==> src/rtl/dn_lut_loader_pkg.sv <==
// rtl/dn_lut_loader_pkg.sv - shared page geometry and FSM state encodings for dn_lut_loader
`ifndef DN_LOAD_CYCLE
`define DN_LOAD_CYCLE 32
`endif

package dn_lut_loader_pkg;

    localparam int DN_ADDR_W = 5;

    typedef enum logic [1:0] {
        ST_IDLE = 2'd0,
        ST_LOAD = 2'd1,
        ST_DONE = 2'd2
    } dn_state_e;

endpackage

==> src/rtl/dn_lut_loader.sv <==
// rtl/dn_lut_loader.sv - streams one DN LUT page into two replicated LUT write ports
// Optional page parity check enabled by defining DN_LOADER_PARITY_EN.
module dn_lut_loader
    import dn_lut_loader_pkg::*;
#(
    parameter int DN_LOAD_CYCLE = `DN_LOAD_CYCLE,
    parameter int ADDR_W        = DN_ADDR_W
) (
    input  logic              write_clk,
    input  logic              rstn,
    input  logic              load_start,
    input  logic              src_data,
    input  logic              src_valid,
    output logic              src_ready,
    output logic              lut_in_replicate_0,
    output logic              lut_in_replicate_1,
    output logic [ADDR_W-1:0] write_addr_replicate_0,
    output logic [ADDR_W-1:0] write_addr_replicate_1,
    output logic              we,
    output logic              load_busy,
    output logic              load_done
`ifdef DN_LOADER_PARITY_EN
    ,
    input  logic              src_parity,
    output logic              parity_err
`endif
);

    localparam logic [ADDR_W-1:0] LAST_IDX = ADDR_W'(DN_LOAD_CYCLE - 1);

    dn_state_e         r_state;
    logic [ADDR_W-1:0] r_cnt;
    logic              r_we;
    logic              r_load_done;

    // Each LUT copy gets its own driver so the two fanout trees stay separate.
    (* keep = "true" *) logic [ADDR_W-1:0] r_addr_0;
    (* keep = "true" *) logic [ADDR_W-1:0] r_addr_1;
    (* keep = "true" *) logic              r_data_0;
    (* keep = "true" *) logic              r_data_1;

    logic w_loading;
    logic w_accept;
    logic w_last;
    logic w_start;

    assign w_loading = (r_state == ST_LOAD);
    assign w_accept  = w_loading && src_valid;
    assign w_last    = (r_cnt == LAST_IDX);
    assign w_start   = (r_state == ST_IDLE) && load_start;

    always_ff @(posedge write_clk or negedge rstn) begin
        if (!rstn) begin
            r_state     <= ST_IDLE;
            r_cnt       <= '0;
            r_we        <= 1'b0;
            r_load_done <= 1'b0;
            r_addr_0    <= '0;
            r_addr_1    <= '0;
            r_data_0    <= 1'b0;
            r_data_1    <= 1'b0;
        end else begin
            r_we        <= w_accept;
            r_load_done <= 1'b0;
            if (w_accept) begin
                r_addr_0 <= r_cnt;
                r_addr_1 <= r_cnt;
                r_data_0 <= src_data;
                r_data_1 <= src_data;
            end
            case (r_state)
                ST_IDLE: begin
                    if (load_start) begin
                        r_state <= ST_LOAD;
                        r_cnt   <= '0;
                    end
                end
                ST_LOAD: begin
                    // The counter parks on the last index; the next page clears it on start.
                    if (w_accept) begin
                        if (w_last) begin
                            r_state     <= ST_DONE;
                            r_load_done <= 1'b1;
                        end else begin
                            r_cnt <= r_cnt + 1'b1;
                        end
                    end
                end
                ST_DONE: r_state <= ST_IDLE;
                default: r_state <= ST_IDLE;
            endcase
        end
    end

    assign src_ready              = w_loading;
    assign load_busy              = w_loading;
    assign we                     = r_we;
    assign load_done              = r_load_done;
    assign write_addr_replicate_0 = r_addr_0;
    assign write_addr_replicate_1 = r_addr_1;
    assign lut_in_replicate_0     = r_data_0;
    assign lut_in_replicate_1     = r_data_1;

`ifdef DN_LOADER_PARITY_EN
    logic r_par_acc;
    logic r_parity_err;

    always_ff @(posedge write_clk or negedge rstn) begin
        if (!rstn) begin
            r_par_acc    <= 1'b0;
            r_parity_err <= 1'b0;
        end else if (w_start) begin
            r_par_acc    <= 1'b0;
            r_parity_err <= 1'b0;
        end else if (w_accept) begin
            r_par_acc <= r_par_acc ^ src_data;
            if (w_last) begin
                r_parity_err <= r_par_acc ^ src_data ^ src_parity;
            end
        end
    end

    assign parity_err = r_parity_err;
`endif

endmodule
==> config.mk <==
export PLATFORM = sky130hd
export DESIGN_NAME = dn_lut_loader
export DESIGN_NICKNAME = d
export VERILOG_FILES = /design/src/rtl/dn_lut_loader_pkg.sv /design/src/rtl/dn_lut_loader.sv
export SDC_FILE = /design/constraint.sdc
export NUM_CORES = 1
export LEC_CHECK = 0
export CORE_UTILIZATION = 46
export DETAILED_ROUTE_END_ITERATION = 8
export PLACE_DENSITY = 0.82
export SLEW_MARGIN = 20
export SYNTH_ARGS = -nofsm -noshare
export SYNTH_HDL_FRONTEND = slang
export SYNTH_SLANG_ARGS = --single-unit
==> constraint.sdc <==
create_clock -name write_clk -period 2.1 [get_ports write_clk]
set_input_delay 0.42 -clock write_clk [delete_from_list [all_inputs] [get_ports write_clk]]
set_output_delay 0.42 -clock write_clk [all_outputs]
set_load 0.01 [all_outputs]
==> impl_metrics.csv <==
group,metric,value,unit
detailed_routing,wl_per_cell,12.2,µm
cells_and_area,final_util,64.4,%
detailed_routing,drt_wl_total,1030,µm
clock_network,postCtsHoldBufs,0,
die,num_rows,13,
worst_setup_path,crit_arrival,1570,ps
yosys,syn_area_per_cell,12.6,µm²
run,cap_violations,0,
worst_hold_path,hold_start,"r_state[1]",
sta,worst_slew_pin_slew,630,ps
sta,max_freq,501,MHz
global_routing,track_usage,12.9,%
die,start_util,52.4,%
clock_network,cts-root-buf,"clkbuf_4",
sta,skew,0.973,ps
cells_and_area,multi_input_area,246,µm²
worst_setup_path,critical_path.cell_chain,"and2b_1 -> clkdlybuf4s50_1",
power_and_ir_drop,p_leak,0.391,nW
sta,report.final.slew_viol_count,0,
clock_network,cts_tree,"yes",
sta,slew_headroom,57.9,%
power_and_ir_drop,p_int,0.748,mW
cells_and_area,areaGrowthSynthToFinish,22.9,%
worst_setup_path,cpLargestDelayFamily,"buffers and inverters",
die,die-area,1720,µm²
power_and_ir_drop,ir_worst_vdd,0.705,mV
placed_design,port_buffers,20,
detailed_routing,drtPass1Iterations,3,
detailed_routing,antenna_left,0,
worst_setup_path,path_class,"reg2out",
sta,setup_tns,0,ps
die,dieHeight,41.4,µm
clock_network,post_cts_buffers,0,
die,boundaryPins,21,
power_and_ir_drop,sw_frac_of_total,31.0,%
status,status,"finished clean",
worst_setup_path,cpPeakStageDelay,570,ps
detailed_routing,drc,0,
yosys,syn_nets,64,
detailed_routing,via_per_inst,5.59,
global_routing,grt_max_degree,16,
cells_and_area,antenna_cells,0,
power_and_ir_drop,switching_power,0.335,mW
detailed_routing,num_vias,475,
cells_and_area,nFillCells,115,
worst_setup_path,critPathRequiredTime,1680,ps
power_and_ir_drop,pwr-share-seq,42.8,%
power_and_ir_drop,power_frac_clock,15.0,%
sta,setup_viol,0,
detailed_routing,first_iter_violations,3,
die,coreArea,1370,µm²
clock_network,clk_latency,280,ps
cells_and_area,regArea,375,µm²
global_routing,antenna_found_initial,0,
yosys,syn_inst,57,
sta,final.period_utilization,95.0,%
placed_design,hpwl,777,µm
worst_hold_path,hold_class,"reg2reg",
placed_design,gp_congestion,0.801,
worst_setup_path,cpMaxStageDelayCell,"clkdlybuf4s50_1",
clock_network,clock_sinks,15,
power_and_ir_drop,pwr-share-comb,42.2,%
global_routing,grt_pass1_vias,381,
clock_network,clkTransAtPathRegs,90,ps
sta,rsz0062_at_grt,"false",
clock_network,cts_max_level,1,
sta,fin_crit,1990,ps
die,die_w,41.4,µm
worst_setup_path,worstSetupEndpointType,"output port",
clock_network,cts_buffers,3,
cells_and_area,nNetsFinal,78,
global_routing,grt_pass1_wl,1710,µm
cells_and_area,drive_above_1_share,18.6,%
yosys,ys_warn_count,0,
global_routing,grt.overflow.total,0,
sta,final_hold_viol_count,0,
yosys,netlist_area,716,µm²
worst_setup_path,path_buf_inv,1,
clock_network,cts_buffer_depth,2,
power_and_ir_drop,p_per_area,1230,nW/µm²
worst_setup_path,crit_path_start_kind,"flip-flop",
worst_setup_path,worstReg2RegStart,"r_cnt[0]",
worst_setup_path,worst-path-max-fanout,7,
worst_setup_path,crit_start,"r_state[1]",
clock_network,cts_resized,0,
==> worst reg2reg max path, stage by stage, from the launching register on <==
cell	delay, ps
dfrtp_1	430
ha_1	240
and3_1	180
ha_1	220
nand4bb_1	200
and2_4	170
a221o_1	340
==> metrics by stage <==
stage	cell area (µm²)	setup slack [ps]	power [mW]	hold WS, ps	std cells
global route	880	24.9	1.16	502	85
global placement	852	203	0.923	453	81
floorplan	716	225	0.803	124	57
finish	880	105	1.08	471	85
detailed placement	852	190	0.935	461	81
CTS	880	90.5	1.10	476	85
==> worst paths after layout <==
check | endpoint | slack [ps] | cells past startpoint
setup / recovery | load_busy | 110 | 2
hold / removal | r_state[0] | 470 | 1
setup reg to reg | r_cnt[2] | 220 | 6
hold reg to reg | r_state[0] | 470 | 1
max in group asynchronous | write_addr_replicate_1[4] | 1180 | 1
min in group asynchronous | write_addr_replicate_1[2] | 520 | 1
==> sequential cells by signal, indices dropped and copies added, names as in the netlist <==
name and flops:
we 1, r_cnt 5, lut_in_replicate_1 1, load_done 1
write_addr_replicate_1 5, r_state 2
==> power by group through the flow <==
| stage | logic, mW | registers, mW | clock network (mW) |
|---|---|---|---|
| after floorplan | 0.348 | 0.455 | 0 |
| after global placement | 0.457 | 0.466 | 0 |
| after detailed placement | 0.463 | 0.473 | 0 |
| after CTS | 0.463 | 0.466 | 0.168 |
| after global routing | 0.488 | 0.479 | 0.189 |
| final | 0.458 | 0.464 | 0.162 |
==> area by class of cell <==
| type | count | area share (%) |
|---|---|---|
| flip-flops and latches | 15 | 42.7 |
| clock buffers | 3 | 2.56 |
| multi-input cells | 29 | 28.0 |
| well taps | 15 | 2.13 |
| inverters | 1 | 0.427 |
| repair buffers | 21 | 23.6 |
| clock inverters | 1 | 0.569 |
==> cells in the final DEF, fill, tap and decap left out, types with 2 or more instances in the layout <==
| master | n |
|---|---|
| nand3_1 | 2 |
| a22o_1 | 2 |
| mux2_2 | 6 |
| dfrtp_1 | 15 |
| clkbuf_4 | 3 |
| ha_1 | 2 |
| clkdlybuf4s50_1 | 20 |
| and3_1 | 3 |
==> metal layers <==
| metal | global-route usage (%) | wire (µm) | vias up |
|---|---|---|---|
| li1 | - | - | 222 |
| met1 | 19.1 | 464 | 233 |
| met2 | 17.8 | 488 | 18 |
| met3 | 4.35 | 65 | 2 |
| met4 | 3.87 | 15 | 0 |
| met5 | 0 | 0 | - |
Note: power is estimated with default switching activity, not from simulation.
==> variant 1, RTL diff (config.mk and constraints unchanged) <==
Set the package constant `DN_ADDR_W` to 4 (it was 5).
--- a/src/rtl/dn_lut_loader_pkg.sv
+++ b/src/rtl/dn_lut_loader_pkg.sv
@@ -7,3 +7,3 @@
 
-    localparam int DN_ADDR_W = 5;
+    localparam int DN_ADDR_W = 4;
 
Interface: changed (resized write_addr_replicate_0 and write_addr_replicate_1); port bits go from 21 to 19. The function was not compared with the original's and may differ.
==> variant 1 against the unedited design <==
  * Critical path depth stayed put
  * Combinational power rose by 21%
  * Sequential cell count down 2
  * Core utilization fell by 3.1 points
  * Global-route usage grew 3.9 points
  * Power up 5.4%
  * Setup slack better by 0.073 ns
  * Area after synthesis is 8.2% lower
  * Routed wire length decreased by 5.4%
  * Final area shrank 8.3%
  * Critical path type unchanged
  * Critical endpoint is now src_ready
  * Largest cell class unchanged
==> variant 1: results (changes against the unedited design) <==
INFO  metric outcome = completed (unchanged)
INFO  metric cts_post_setup_buffers_inserted = 0 (unchanged)
INFO  metric worst_ep_arrival_time = 1.50 ns (was 1.57 ns)
INFO  metric largest_net_degree_at_the_start_of_global_routing = 14 (was 16)
INFO  metric place_worst_setup_slack = 0.3890 ns (was 0.1896 ns)
INFO  metric regToRegSetupSlack = 0.81 ns (was 0.22 ns)
INFO  metric via_count_of_the_first_global_routing_pass = 356 (was 381)
INFO  metric avgRoutedWirePerCell = 12.37 um (was 12.15 um)
INFO  metric placed_area = 780.7 um2 (was 852.1 um2)
INFO  metric io_buffer_count = 18 (was 20)
INFO  metric worst_path_max_stage_delay = 0.54 ns (was 0.57 ns)
INFO  metric leakagePower = 0.3668 nW (was 0.3906 nW)
INFO  metric synthCells = 52 (was 57)
INFO  metric power.ir.vdd_worst = 0.0005505 V (was 0.0007045 V)
INFO  metric drt_iter0_drc = 9 (was 3)
INFO  metric nFillCells = 106 (was 115)
INFO  metric gp_congestion = 0.8360 (was 0.8007)
INFO  metric worst_hold_path_type = in2async (was reg2reg)
INFO  metric drt_wirelength = 977 um (was 1033 um)
INFO  metric worst_clock_skew = 0.002054 ns (was 0.0009725 ns)
INFO  metric highest_clock_rate = 520.4 MHz (was 501.3 MHz)
INFO  metric post-route-util = 0.6125 (was 0.6438)
INFO  metric global_route_wire_length_before_repair = 1607 um (was 1711 um)
INFO  metric gr-usage-all-layers = 0.1679 (was 0.1289)
INFO  metric synth.net_count = 58 (was 64)
INFO  metric relSlewSlack = 0.6129 (was 0.5786)
INFO  metric firstDrtPassIters = 4 (was 3)
[variant 1: layout make-up]
type,instances,share of cell area
Tap cell,15,0.02326
Multi-Input combinational cell,27,0.2930
Timing Repair Buffer,18,0.2233
Clock buffer,4,0.03256
Sequential cell,13,0.4031
Inverter,2,0.02481
[variant 1: worst register-to-register path, stage by stage (launching register included)]
cell and delay (ns):
sky130_fd_sc_hd__dfrtp_1 0.43, sky130_fd_sc_hd__ha_1 0.24, sky130_fd_sc_hd__nand3_1 0.18, sky130_fd_sc_hd__nand2_4 0.09, sky130_fd_sc_hd__a32o_1 0.24
[variant 1: worst paths after layout]
| check | start | end | cells after the start |
|---|---|---|---|
| worst max-delay path | r_state[1]$_DFFE_PN0P_ | src_ready | 2 |
| worst min-delay path | rstn | r_state[0]$_DFFE_PN0P_ | 1 |
| worst max register to register | r_cnt[0]$_DFFE_PN0P_ | r_cnt[3]$_DFFE_PN0P_ | 4 |
| worst min register to register | write_addr_replicate_1[0]$_DFFE_PN0P_ | write_addr_replicate_1[0]$_DFFE_PN0P_ | 1 |
| max in group asynchronous | rstn | we$_DFF_PN0_ | 1 |
| min in group write_clk | write_addr_replicate_1[0]$_DFFE_PN0P_ | write_addr_replicate_1[0]$_DFFE_PN0P_ | 1 |
[variant 1: metal layers]
metal | share of wire | GRT usage | vias up
met1 | 0.46 | 0.2077 | 187
met4 | 0.031 | 0.1293 | 0
met3 | 0.043 | 0.06818 | 3
met2 | 0.46 | 0.2254 | 10
met5 | 0 | 0 | -
li1 | - | - | 191
[variant 1: power by group]
group	switching [mW]	internal (mW)
Sequential	0.0857	0.347
Combinational	0.208	0.346
Clock	0.0825	0.0738
Total	0.376	0.766
==> variant 2, RTL diff (config.mk and constraints unchanged) <==
Without the edit above. The 3 states of `dn_state_e` get a one-hot encoding in 3 bits.
--- a/src/rtl/dn_lut_loader_pkg.sv
+++ b/src/rtl/dn_lut_loader_pkg.sv
@@ -9,6 +9,6 @@
 
-    typedef enum logic [1:0] {
-        ST_IDLE = 2'd0,
-        ST_LOAD = 2'd1,
-        ST_DONE = 2'd2
+    typedef enum logic [2:0] {
+        ST_IDLE = 3'b001,
+        ST_LOAD = 3'b010,
+        ST_DONE = 3'b100
     } dn_state_e;
Check against the original RTL: same outputs for any inputs over 10 cycles, from zero or initial values and one cycle with rstn low; not proved beyond that.
==> variant 2 against the unedited design <==
  * Power is 0.47% higher
  * Clock skew is 0.0011 ns higher
  * Clock power is 28% higher
  * Area after synthesis is 18% higher
  * Sequential share of layout area is 3.9 points lower
  * Final area is 18% higher
  * Sequential cell count is 1 higher
  * Routed wire length is 45% higher
  * First-iteration DRC count grew to 7.7 times the old value
  * Highest routed layer unchanged
  * Synthesized cell count is 26% higher
  * Maximum frequency is 1.8% lower
  * Setup slack worse by 0.037 ns
  * Critical path type unchanged
==> variant 2: results (changes against the unedited design) <==
INFO  metric tritoncts.num_buffers = 3 (unchanged)
INFO  metric power.switching = 0.3321 mW (was 0.3354 mW)
INFO  metric regToRegSetupSlack = 0.15 ns (was 0.22 ns)
INFO  metric cts_root_buffer = sky130_fd_sc_hd__clkbuf_4 (unchanged)
INFO  metric worst_hold_path_type = in2async (was reg2reg)
INFO  metric worst-path-max-fanout = 6 (was 7)
INFO  metric rr_worst_depth = 6 (unchanged)
INFO  metric relSlewSlack = 0.5328 (was 0.5786)
INFO  metric cts-root-to-sink-buffers = 2 (unchanged)
INFO  metric worst_clock_skew = 0.002054 ns (was 0.0009725 ns)
INFO  metric final_cells = 110 (was 85)
INFO  metric drt_wirelength = 1502 um (was 1033 um)
INFO  metric outcome = completed (unchanged)
INFO  metric antenna_violating_nets_post_route = 0 (unchanged)
INFO  metric largest_net_degree_at_the_start_of_global_routing = 17 (was 16)
INFO  metric worst_ep_arrival_time = 1.61 ns (was 1.57 ns)
INFO  metric gr-usage-all-layers = 0.1736 (was 0.1289)
INFO  metric dp.final_hpwl = 1038 um (was 777.2 um)
INFO  metric global_route_wire_length_before_repair = 2415 um (was 1711 um)
INFO  metric antenna-diode-count = 0 (unchanged)
INFO  metric final.hold.worst_slack = 0.5382 ns (was 0.4705 ns)
INFO  metric finish.net_count = 93 (was 78)
INFO  metric firstDrtPassIters = 4 (was 3)
INFO  metric synthCells = 72 (was 57)
INFO  metric leakagePower = 0.4911 nW (was 0.3906 nW)
INFO  metric cts_post_setup_buffers_inserted = 0 (unchanged)
INFO  metric io_buffer_count = 20 (unchanged)
INFO  metric synth.net_count = 79 (was 64)
INFO  metric gp_congestion = 0.7574 (was 0.8007)
INFO  metric via_count_of_the_first_global_routing_pass = 530 (was 381)
INFO  metric post_drt_via_cell_ratio = 5.109 (was 5.588)
INFO  metric power.ir.vdd_worst = 0.0006630 V (was 0.0007045 V)
INFO  metric grt_antenna_before_repair = 0 (unchanged)
INFO  metric yosysWarningCount = 0 (unchanged)
INFO  metric cts_max_level = 1 (unchanged)
INFO  metric clock_insertion_delay_worst_skew = 0.29 ns
INFO  metric clk_pin_slew_worst_paths = 0.09 ns (about the same)
INFO  metric proportion_of_layout_cells_with_a_drive_suffix_above_1 = 0.1882 (was 0.1857)
INFO  metric drt_iter0_drc = 23 (was 3)
variant 2: routing by layer:
metal / up-vias / share of wire / track usage
li1: 259 / - / -
met1: 273 / 0.45 / 0.2072
met2: 26 / 0.47 / 0.2735
met3: 4 / 0.047 / 0.05200
met4: 0 / 0.027 / 0.1091
met5: - / 0 / 0
variant 2: what timing repair did:
action | 4_1_cts | 5_1_grt
gates resized for setup | 0 | 1
endpoints found under the hold margin | 0 | 0
hold buffers | 0 | 0
setup endpoints to repair | 0 | 1
variant 2: worst paths after layout:
check / startpoint / end
worst max register to register: r_cnt[0]$_DFFE_PN0P_ / r_cnt[4]$_DFFE_PN0P_
worst max-delay path: r_state[2]$_DFFE_PN0P_ / src_ready
worst min register to register: lut_in_replicate_1$_DFFE_PN0P_ / lut_in_replicate_1$_DFFE_PN0P_
worst min-delay path: rstn / r_cnt[3]$_DFFE_PN0P_
min in group write_clk: lut_in_replicate_1$_DFFE_PN0P_ / lut_in_replicate_1$_DFFE_PN0P_
max in group asynchronous: rstn / r_cnt[4]$_DFFE_PN0P_
variant 2: area by class of cell:
cell class / count / area (um2)
multi-input combinational: 38 / 335.3
inverter: 6 / 22.52
clock buffer: 4 / 36.28
sequential: 16 / 401.6
timing repair buffer: 21 / 207.7
tap: 25 / 31.28
fill: 142 / 691.9
variant 2: worst max-delay path: stages (launching register included):
cell and delay [ns]:
sky130_fd_sc_hd__dfrtp_1 0.49, sky130_fd_sc_hd__nor3b_4 0.25, sky130_fd_sc_hd__clkdlybuf4s50_1 0.58
variant 2: stage by stage:
step	total power [mW]	instance area, um2	util	setup WS (ns)
global placement	0.8651	991.0	0.5739	0.2748
finish	1.089	1035	0.5993	0.06782
CTS	1.084	1027	0.5949	0.08615
detailed placement	0.8769	991.0	0.5739	0.1545
global route	1.153	1035	0.5993	0.004877
floorplan	0.7444	842.1	-	0.3726
variant 2: power groups by stage:
stage          Combinational [mW]  Sequential, mW  Clock (mW)
6_report                    0.441           0.440       0.207
5_1_grt                     0.472           0.451       0.230
4_1_cts                     0.437           0.438       0.208
3_5_place_dp                0.432           0.445           0
3_3_place_gp                0.426           0.439           0
2_1_floorplan               0.306           0.438           0
